[src/rtl/mvm_scheduler.sv]
// mvm_scheduler: round-robin arbiter sharing one mvm engine among NUM_REQ requesters,
// with registered operands and a BUSY watchdog that aborts and clears the engine.
module mvm_scheduler #(
  parameter int NUM_REQ = 4,
  parameter int MATRIX_ROWS = 6,
  parameter int SHARED_DIM = 3,
  parameter int WIDTH = 8,
  parameter int TIMEOUT = 32,
  localparam int MW = MATRIX_ROWS * SHARED_DIM * WIDTH,
  localparam int VW = SHARED_DIM * WIDTH,
  localparam int RW = MW
) (
  input  logic                  clk,
  input  logic                  reset,
  input  logic [NUM_REQ-1:0]    req,
  input  logic [NUM_REQ*MW-1:0] req_matrix,
  input  logic [NUM_REQ*VW-1:0] req_vector,
  output logic [NUM_REQ-1:0]    ack,
  output logic [NUM_REQ-1:0]    resp_valid,
  output logic [RW-1:0]         resp_data,
  output logic                  resp_err,
  output logic                  busy,
  output logic                  eng_start,
  output logic [MW-1:0]         eng_matrix,
  output logic [VW-1:0]         eng_vector,
  output logic                  eng_clear,
  input  logic                  eng_done,
  input  logic [RW-1:0]         eng_result
);
  localparam int OW = $clog2(NUM_REQ);
  localparam int TW = $clog2(TIMEOUT) + 1;
  localparam logic [1:0] IDLE = 2'd0, ISSUE = 2'd1, BUSY = 2'd2, RESPOND = 2'd3;
  logic [1:0] state;
  logic [OW-1:0] owner, rr_ptr, winner;
  logic [TW-1:0] timer;
  logic [NUM_REQ-1:0] owner_hot, winner_hot;
  // Scan downward so the nearest set bit after rr_ptr is the last one written.
  always_comb begin
    winner = rr_ptr;
    for (int k = NUM_REQ; k >= 1; k--)
      if (req[(int'(rr_ptr) + k) % NUM_REQ]) winner = OW'((int'(rr_ptr) + k) % NUM_REQ);
  end
  assign owner_hot = {{(NUM_REQ-1){1'b0}}, 1'b1} << owner;
  assign winner_hot = {{(NUM_REQ-1){1'b0}}, 1'b1} << winner;
  assign busy = state != IDLE;
  always_ff @(posedge clk or negedge reset) begin
    if (!reset) begin
      state <= IDLE;
      owner <= '0;
      rr_ptr <= OW'(NUM_REQ - 1);
      timer <= '0;
      ack <= '0;
      resp_valid <= '0;
      resp_data <= '0;
      resp_err <= 1'b0;
      eng_start <= 1'b0;
      eng_matrix <= '0;
      eng_vector <= '0;
      eng_clear <= 1'b0;
    end else begin
      case (state)
        IDLE: if (|req) begin
          owner <= winner;
          eng_matrix <= req_matrix[winner*MW +: MW];
          eng_vector <= req_vector[winner*VW +: VW];
          ack <= winner_hot;
          eng_start <= 1'b1;
          state <= ISSUE;
        end
        ISSUE: begin
          ack <= '0;
          eng_start <= 1'b0;
          timer <= '0;
          state <= BUSY;
        end
        BUSY: begin
          timer <= timer + 1'b1;
          if (eng_done) begin
            resp_data <= eng_result;
            resp_err <= 1'b0;
            resp_valid <= owner_hot;
            state <= RESPOND;
          end else if (timer == TW'(TIMEOUT - 1)) begin
            resp_data <= '0;
            resp_err <= 1'b1;
            resp_valid <= owner_hot;
            eng_clear <= 1'b1;
            state <= RESPOND;
          end
        end
        default: begin
          rr_ptr <= owner;
          resp_valid <= '0;
          resp_err <= 1'b0;
          eng_clear <= 1'b0;
          state <= IDLE;
        end
      endcase
    end
  end
endmodule
[config.mk]
export PLATFORM = sky130hd
export DESIGN_NAME = mvm_scheduler
export DESIGN_NICKNAME = d
export VERILOG_FILES = /design/src/rtl/mvm_scheduler.sv
export SDC_FILE = /design/constraint.sdc
export NUM_CORES = 1
export LEC_CHECK = 0
export BUFFER_PORTS_ARGS = -buffer_cell sky130_fd_sc_hd__buf_2
export CORE_AREA = 2 2 453 455
export CTS_BUF_LIST = sky130_fd_sc_hd__clkbuf_16
export DETAILED_ROUTE_END_ITERATION = 8
export DIE_AREA = 0 0 455 457
export PLACE_DENSITY = 0.38
export SLEW_MARGIN = 10
export SYNTH_ARGS = -nofsm -noshare
export SYNTH_HDL_FRONTEND = slang
export SYNTH_SLANG_ARGS = --single-unit
[constraint.sdc]
create_clock -name clk -period 3.55 [get_ports clk]
set_clock_uncertainty 0.1 [all_clocks]
set_input_delay 0 -clock clk [delete_from_list [all_inputs] [get_ports clk]]
set_output_delay 0 -clock clk [all_outputs]
set_load 0.01 [all_outputs]
==> results of run 1 <==
sequential cells by signal, indices dropped and copies added (netlist names):
register,cells
ack,4
eng_clear,1
eng_matrix,144
eng_start,1
eng_vector,24
owner,2
resp_data,144
resp_err,1
resp_valid,4
rr_ptr,2
state,2
timer,6
where the power goes:
part / switching [W] / total [W] / internal [W]
clock network: 0.00215 / 0.00457 / 0.00243
logic: 0.00913 / 0.0171 / 0.00792
registers: 0.00119 / 0.00688 / 0.00569
cell type report:
cell class                      count  area [um2]  area share
Tap cell                         2688        3360      0.0912
Clock buffer                       47        1180      0.0319
Clock inverter                     38         255     0.00692
Inverter                            8        30.0    0.000814
Sequential cell                   335        8390       0.227
Antenna cell                       85         213     0.00577
Timing Repair Buffer             2059       15100       0.410
Multi-Input combinational cell   1243        8360       0.227
tightest hold or removal path, delay by kind of cell:
family | cells | cell delay [ns]
buffers and inverters | 3 | 1.19
synthesized netlist by cell type (2+ instances only):
library cell and number:
dfrtp_1 333, a211oi_1 325, nand2_1 183, nor2_1 176, nor3_1 170, mux2i_1 169
a22o_1 144, clkbuf_1 117, buf_2 35, a211oi_2 11, buf_4 11, o21ai_0 10
buf_1 9, buf_6 9, inv_1 8, mux2_2 6, ha_1 5, a21oi_1 4
a32o_1 4, nand3_1 4, o21ai_1 4, nand2b_1 3, a21o_1 2, and3_1 2
dfstp_2 2, nor2b_1 2, o21a_1 2
routing by layer:
metal,track usage,vias to the layer above,wire length [um]
met5,0,-,414
met4,0.0553,64,4910
met3,0.0506,260,15300
met2,0.239,1122,76900
met1,0.171,11700,64700
li1,-,10600,-
cells by family (layout without fill, tap and decap cells):
kind of cell,after synthesis,in the layout
and+or+nand+nor,551,551
AOI/OAI and AO/OA,510,511
DFF,335,335
buffers and inverters,190,2152
muxes,175,175
adders and majority gates,5,5
xor gates and xnor gates,1,1
other,0,85
placed cells by master (no fill, tap or decap), types with 4 or more instances in the layout:
master            n
buf_12           26
o21ai_0          10
clkbuf_16        51
nand3_1           4
mux2i_1         167
buf_4            64
a211oi_1        322
a32o_1            4
a211oi_2         14
dfrtp_1         333
diode_2          85
mux2_2            6
nand2_1         183
clkinv_2         10
nor2_1          174
a22o_1          144
ha_1              4
buf_2          1145
inv_1            23
dlygate4sd3_1   814
clkinv_1          5
nor3_1          168
stage by stage:
step | total power, W | instances | hold WS [ns] | setup slack [ns] | instance area (um2)
after CTS | 0.0282 | 6404 | 0.00246 | 0.0144 | 36400
after floorplan | 0.0135 | 1767 | -0.396 | 1.45 | 17500
after global routing | 0.0302 | 6476 | 0.0302 | 0.0101 | 36800
after detailed placement | 0.0203 | 5504 | -0.0269 | 0.246 | 26800
after global placement | 0.0202 | 5504 | -0.0305 | 0.269 | 26800
final | 0.0285 | 6503 | 0.0313 | 0.114 | 36900
how the worst max path moves through the flow:
stage                          from               to  cells after the start
after global placement     state[0]   eng_matrix[65]                      7
after detailed placement   state[0]   eng_matrix[65]                      7
final                     rr_ptr[0]   eng_matrix[77]                      9
after floorplan           rr_ptr[0]  eng_matrix[136]                      8
after global routing      rr_ptr[0]   eng_matrix[85]                      9
after CTS                 rr_ptr[0]   eng_matrix[96]                      9
timing repair:
action / 4_1_cts / 5_1_grt
setup endpoints to repair: 0 / 73
endpoints found under the hold margin: 660 / 0
hold buffers: 815 / 0
setup buffers: 0 / 9
gates resized for setup: 0 / 19
==> results.toml, run 1 <==
[logic_synthesis]
synth_ff_type = "dfrtp_1"
yosys.cell_types.count = 44
synth_cells = 1767
synth_top_family_by_area = "compound AO/OA/AOI/OAI gates"
synth_fa_ha_area_frac = 0.00358
netlist_top_cells_area = "dfrtp_1, a211oi_1, mux2i_1"
syn_avg_cell_area_um2 = 9.90
synth_top_area_share = 0.476
synth_seq_area_share = 0.479
syn_nets = 2595
synth_seq_cells = 335
async_reset_ff_frac = 1.00
synth_area_um2 = 17500
ys_warn_count = 0
synth_compound_area_frac = 0.231
synth_mux_area_frac = 0.101
synth_top_area_cell = "dfrtp_1"
synth_xor_area_frac = 0.000501
yosys.area_share.simple = 0.135
synth_edf_count = 0

[detailed_routing]
drc = 0
vias = 23700
post_drt_wl_per_cell_um = 24.9
drt_first_pass_iters = 5
routed_via_density = 3.64
drt_iter0_drc = 1555
routed_wl_um = 162000
final_antenna_net_count = 0

[timing]
relSlewSlack = 0.197
tns_ns = 0
fin_crit_sh = 0.968
finalSetupViolCount = 0
rsz0062_at_grt = "no"
period_minus_slack_ns = 3.44
slew_viol_final = 0
tightest_slew_ns = 1.20
fmax_mhz = 291
finalHoldViolCount = 0

[power]
ir_worst_vdd_mv = 0.330
power_per_cell_area_nw_per_um2 = 773
p_leak_nw = 16.6

[clocking]
cts_tree = "done"
clockBufferDepth = 3
cts.sinks = 335
clock_latency_ns = 0.67
cts-root-buf = "clkbuf_16"
cts_inserted_buffers = 47
clk_pin_slew_ns = 0.06
cts_max_level = 2

[status]
status = "completed"

[global_route]
grt_pass1_wl_um = 207000
grt_overflow = 0
grt_max_degree = 127
grt_usage = 0.145
antenna_found_initial = 114
grt_pass1_vias = 24500

[placement]
numPortBuffers = 1146
place.gp.congestion = 0.920
hpwl_um = 126000

[critical_path]
worstRegToRegCells = 9
crit_type = "flop to flop"
r2r_end = "eng_matrix[77]"
worstPathCellList = "and2b_4 -> o21ai_4 -> and3_4 -> buf_12 -> clkbuf_16 -> mux2i_1 -> dlygate4sd3_1 -> a211oi_1 -> dlygate4sd3_1"
cp.buffers_inverters = 4
cp_top_family = "buffers and inverters"
cpPeakStageDelay_ns = 0.58
crit_slowest_cell = "dlygate4sd3_1"
crit_fanout = 23
cp.arrival_ns = 3.84
end_kind = "flop"
worst_path_most_repeated_cell = "dlygate4sd3_1"
crit_required_ns = 3.96
r2r_setup_slack_ns = 0.11
rr_startpoint = "rr_ptr[0]"
cp-start-kind = "flop"

[layout]
num-nets-final = 4522
drive_gt1_frac = 0.363
finish.utilization = 0.181
layout-area-overhead-vs-synth_pct = 111
nFillCells = 22900

[run]
cap_violations = 0

[floorplanning]
die_h_um = 457
core-area_um2 = 203000
dieArea_um2 = 208000
die_w_um = 455
row_count = 166
io_pins = 1147
start_util = 0.0860

[worst_hold_path]
hold_class = "input port to async pin"
(Power assumes the default switching activity.)
==> inputs of run 2 (changes only) <==
--- a/config.mk
+++ b/config.mk
@@ -6,10 +6,11 @@
 export NUM_CORES = 1
 export LEC_CHECK = 0
 export BUFFER_PORTS_ARGS = -buffer_cell sky130_fd_sc_hd__buf_2
-export CORE_AREA = 2 2 453 455
+export CORE_AREA = 2 2 447 449
 export CTS_BUF_LIST = sky130_fd_sc_hd__clkbuf_16
 export DETAILED_ROUTE_END_ITERATION = 8
-export DIE_AREA = 0 0 455 457
+export DIE_AREA = 0 0 449 451
+export GPL_TIMING_DRIVEN = 0
 export PLACE_DENSITY = 0.38
 export SLEW_MARGIN = 10
 export SYNTH_ARGS = -nofsm -noshare
==> run 2 against run 1 <==
Net effect: count of clock-buffer cells in the layout increased by 2; clock power increased by 8.1%; sequential share of layout area decreased by 0.52 points; highest routed layer unchanged; critical path depth unchanged; critical endpoint is now eng_matrix[121].
==> results.toml, run 2 (synthesized netlist as in run 1, its figures left out) <==
[detailed_routing]
routed_wl_um = 156000
drc = 0
final_antenna_net_count = 0
drt_iter0_drc = 1909
drt_first_pass_iters = 5
post_drt_wl_per_cell_um = 23.5
vias = 24500
routed_via_density = 3.70

[status]
status = "completed"

[placement]
hpwl_um = 128000
place_area_um2 = 26700
pre_cts_slack_ns = -0.671
numPortBuffers = 1146
place.gp.congestion = 0.952

[critical_path]
worstRegToRegCells = 9
cpPeakStageDelay_ns = 0.60
crit_fanout = 10
end_kind = "flop"
cp-start-kind = "flop"
crit_type = "flop to flop"
worstPathCellList = "or3b_1 -> buf_2 -> and3_1 -> buf_6 -> buf_12 -> buf_6 -> mux2i_1 -> dlygate4sd3_1 -> a211oi_1"
crit_required_ns = 3.99
crit_slowest_cell = "dlygate4sd3_1"
worst_path_most_repeated_cell = "buf_6"
cp.arrival_ns = 3.80

[clocking]
cts_tree = "done"
cts.sinks = 335
cts_max_level = 2
cts-root-buf = "clkbuf_16"
post_cts.repair.setup_buffers = 0
cts_inserted_buffers = 49
clock_latency_ns = 0.66
clk_pin_slew_ns = 0.06
clockBufferDepth = 3

[floorplanning]
io_pins = 1147
start_util = 0.0883
dieArea_um2 = 202000
die_h_um = 451
die_w_um = 449
core-area_um2 = 198000
row_count = 164

[layout]
final_common_cell = "buf_2"
num-nets-final = 4726
final_cell_mix = "buf_2, dlygate4sd3_1, dfrtp_1"
fin_area_um2 = 37800
largestRegisters = "eng_matrix: 144 flops, resp_data: 144 flops, eng_vector: 24 flops"
drive_gt1_frac = 0.339
finish.utilization = 0.190
layout-area-overhead-vs-synth_pct = 116
nFillCells = 22300

[global_route]
grt_overflow = 0
antenna_found_initial = 64
grt_pass1_vias = 25300
grt_max_degree = 93
grt_pass1_wl_um = 209000
grt_usage = 0.147

[power]
ir_worst_vdd_mv = 0.362
p_leak_nw = 17.0
power_per_cell_area_nw_per_um2 = 720

[timing]
fin_crit_sh = 0.947
hold_slack_ns = 0.0524
fmax_mhz = 297
worst_slack_ns = 0.188
period_minus_slack_ns = 3.36
relSlewSlack = 0.116
slew_viol_final = 0
finalHoldViolCount = 0
finalSetupViolCount = 0
tightest_slew_ns = 1.32
rsz0062_at_grt = "no"

[worst_hold_path]
hold_depth = 3
hold_class = "input port to flop"

[run]
cap_violations = 0
run 2: power by group:
group | internal, W | switching, W | leakage, nW
Clock | 0.00274 | 0.00220 | 0.765
Combinational | 0.00616 | 0.00930 | 12.3
Sequential | 0.00569 | 0.00108 | 3.95
Total | 0.0146 | 0.0126 | 17.0
run 2: path summary, 6_finish.rpt:
check / startpoint / to / slack [ns]
worst max register to register: rr_ptr[0] / eng_matrix[121] / 0.19
worst max-delay path: rr_ptr[0] / eng_matrix[121] / 0.19
max in group asynchronous: reset / eng_matrix[98] / 1.90
worst min-delay path: eng_result[49] / resp_data[49] / 0.05
min in group asynchronous: reset / resp_data[86] / 0.39
worst min register to register: eng_start / eng_start / 0.38
run 2: through the flow:
stage / total power, W / cells / setup TNS (ns)
finish: 0.0272 / 6622 / 0
global route: 0.0287 / 6598 / 0
CTS: 0.0274 / 6588 / -0.180
detailed placement: 0.0205 / 5574 / -18.43
global placement: 0.0205 / 5569 / -1947.66
floorplan: 0.0135 / 1767 / 0
run 2: final cells by class:
cell class	count	area (um2)	share of cell area
Antenna cell	35	87.6	0.00232
Buffer	181	880	0.0233
Clock buffer	49	1230	0.0325
Clock inverter	35	328	0.00868
Inverter	8	30.0	0.000795
Multi-Input combinational cell	1242	8320	0.220
Sequential cell	335	8390	0.222
Tap cell	2656	3320	0.0880
Timing Repair Buffer	2081	15200	0.402
run 2: worst max-delay path, delay by kind of cell, from the launching register on:
kind            cells  cell delay [ns]
simple gates        2             0.57
flops               1             0.55
buf+inv             5             1.49
mux                 1             0.18
compound gates      1             0.24
run 2: what timing repair did:
item | CTS | global route
resized for setup | 21 | 18
hold buffers | 930 | 0
setup endpoints to repair | 114 | 60
endpoints found under the hold margin | 568 | 0
pin swaps | 0 | 0
run 2: per-layer routing:
| layer | vias up | global-route usage | routed length [um] |
|---|---|---|---|
| li1 | 10900 | - | - |
| met1 | 12100 | 0.182 | 63700 |
| met2 | 1251 | 0.252 | 75400 |
| met3 | 234 | 0.0375 | 12000 |
| met4 | 10 | 0.0405 | 4590 |
| met5 | - | 0 | 56 |
==> inputs of run 3 (changes only) <==
--- a/config.mk
+++ b/config.mk
@@ -10,7 +10,9 @@
 export CTS_BUF_LIST = sky130_fd_sc_hd__clkbuf_16
 export DETAILED_ROUTE_END_ITERATION = 8
 export DIE_AREA = 0 0 449 451
+export GPL_ROUTABILITY_DRIVEN = 1
 export GPL_TIMING_DRIVEN = 0
+export HOLD_SLACK_MARGIN = 0.1
 export PLACE_DENSITY = 0.38
 export SLEW_MARGIN = 10
 export SYNTH_ARGS = -nofsm -noshare
==> run 3 against run 2 <==
Net effect: clock power hardly changed; sequential share of layout area is 0.83 points lower; cell area is 3.9% higher; critical path depth stayed put; global-route usage is 0.19 points higher; first-iteration DRC count is 0.89% higher; wire length is 1.2% higher; setup slack worse by 0.026 ns; count of clock-buffer cells in the layout stayed put; non-clock buffer count is 145 higher; largest power group unchanged.
==> results.toml, run 3 (synthesized netlist as in run 1, its figures left out) <==
[layout]
layout-area-overhead-vs-synth_pct = 124
multi_input_area_um2 = 8320
largestRegisters = "eng_matrix: 144 flops, resp_data: 144 flops, eng_vector: 24 flops"
final_common_cell = "buf_2"
drive_gt1_frac = 0.327
fin_cells = 6767
final_cell_mix = "buf_2, dlygate4sd3_1, dfrtp_1"
nFillCells = 22100
regArea_um2 = 8390
fin_area_um2 = 39200
num-nets-final = 4871
finish.utilization = 0.198

[clocking]
cts_inserted_buffers = 49
cts.sinks = 335
post_cts.repair.setup_buffers = 0
cts-root-buf = "clkbuf_16"
clockBufferDepth = 3
clk_pin_slew_ns = 0.06
clock_latency_ns = 0.65
cts_max_level = 2
cts_tree = "done"

[power]
p_switching_w = 0.0126
swShare = 0.462
pwr-share-seq = 0.248
p_leak_nw = 17.6
pwr-share-comb = 0.571
power_per_cell_area_nw_per_um2 = 697
p_int_w = 0.0147
power_w = 0.0273
p_clk_frac = 0.181
ir_worst_vdd_mv = 0.364

[worst_hold_path]
hold_depth = 3
min_to = "resp_data[31]"
hold_class = "input port to flop"
hold_start = "eng_result[31]"

[global_route]
grt_usage = 0.149
grt_busiest_layer = "met2"
use_met1 = 0.182
grt_pass1_wl_um = 212000
grt_pass1_vias = 26100
grt_max_degree = 93
use_met2 = 0.254
antenna_found_initial = 67
grt_overflow = 0
met3_usage = 0.0386

[timing]
tightest_slew_ns = 1.34
period_minus_slack_ns = 3.39
fin_crit_sh = 0.955
worst_slack_ns = 0.161
finalHoldViolCount = 0
fmax_mhz = 295
rsz0062_at_grt = "no"
slew_viol_final = 0
relSlewSlack = 0.102
finalSetupViolCount = 0

[detailed_routing]
final_antenna_net_count = 0
drt_first_pass_iters = 5
drc = 0
drt_iter0_drc = 1926
routed_wl_um = 158000
vias = 25200
post_drt_wl_per_cell_um = 23.3
routed_via_density = 3.72

[floorplanning]
die_w_um = 449
die_h_um = 451
dieArea_um2 = 202000
core-area_um2 = 198000
io_pins = 1147
start_util = 0.0883
row_count = 164

[placement]
dp.cells = 5574
place.gp.congestion = 0.952
pre_cts_slack_ns = -0.671
hpwl_um = 128000
place_area_um2 = 26700
numPortBuffers = 1146

[critical_path]
crit_type = "flop to flop"
r2r_setup_slack_ns = 0.16
worst_path_most_repeated_cell = "buf_6"
cpPeakStageDelay_ns = 0.62
worstRegToRegCells = 9
cp.arrival_ns = 3.77
crit_fanout = 10
crit_slowest_cell = "dlygate4sd3_1"
rr_startpoint = "rr_ptr[0]"
cp-start-kind = "flop"
worstPathCellList = "or3b_1 -> buf_2 -> and3_1 -> buf_6 -> buf_12 -> buf_6 -> mux2i_1 -> dlygate4sd3_1 -> a211oi_1"
r2r_end = "eng_matrix[117]"
crit_required_ns = 3.93
end_kind = "flop"

[run]
cap_violations = 0

[status]
status = "completed"
==> run 3: cell types whose count changed in the layout (fill, tap and decap cells not counted), sizes merged <==
cell         previous run  this run
dlygate4sd3           929      1074
==> run 3: per-stage QoR <==
stage	TNS [ns]	hold WS, ns
2_1_floorplan	0	-0.396
3_3_place_gp	-1947.66	0.118
3_5_place_dp	-18.43	-0.0332
4_1_cts	-0.180	0.101
5_1_grt	0	0.107
6_report	0	0.112
==> run 3: final cells by class <==
type,instances,share of cell area
antenna,35,0.00223
timing repair buffer,2226,0.424
tap,2656,0.0848
clock inverter,35,0.00836
buffer,181,0.0224
multi-input combinational,1242,0.212
clock buffer,49,0.0313
inverter,8,0.000766
sequential,335,0.214
==> run 3: layer usage <==
layer  wire length [um]  vias to the layer above
li1                   -                    11200
met1              63300                    12400
met2              75800                     1313
met3              12800                      265
met4               5610                       12
met5                 78                        -
==> run 3: how the worst max path moves through the flow <==
| stage | start | to | slack [ns] | cells past startpoint |
|---|---|---|---|---|
| 6_report | rr_ptr[0] | eng_matrix[117] | 0.16 | 9 |
| 5_1_grt | rr_ptr[0] | eng_matrix[117] | 0.07 | 9 |
| 4_1_cts | rr_ptr[1] | eng_matrix[56] | -0.1 | 8 |
| 3_5_place_dp | rr_ptr[0] | eng_matrix[118] | -0.67 | 7 |
| 3_3_place_gp | reset | eng_matrix[98] | -5.87 | 1 |
| 2_1_floorplan | rr_ptr[0] | eng_matrix[136] | 1.45 | 8 |
==> run 3: critical path, delay by kind of cell (launching register included) <==
kind	cells	cell delay [ns]
buffers and inverters	5	1.81
DFF	1	0.38
and+or+nand+nor	2	0.41
muxes	1	0.33
AOI/OAI and AO/OA	1	0.08
==> run 3: power by group through the flow <==
stage               clock network, W  registers, W  logic, W
finish                       0.00493       0.00677    0.0156
global route                 0.00527       0.00700    0.0166
CTS                          0.00513       0.00673    0.0157
detailed placement                 0       0.00677    0.0138
global placement                   0       0.00673    0.0137
floorplan                          0       0.00748   0.00606
==> run 3: repair_timing <==
item / in CTS / in global routing
hold endpoints to repair: 568 / 0
hold buffers: 1075 / 0
gates resized for setup: 21 / 19
setup endpoints to repair: 114 / 60
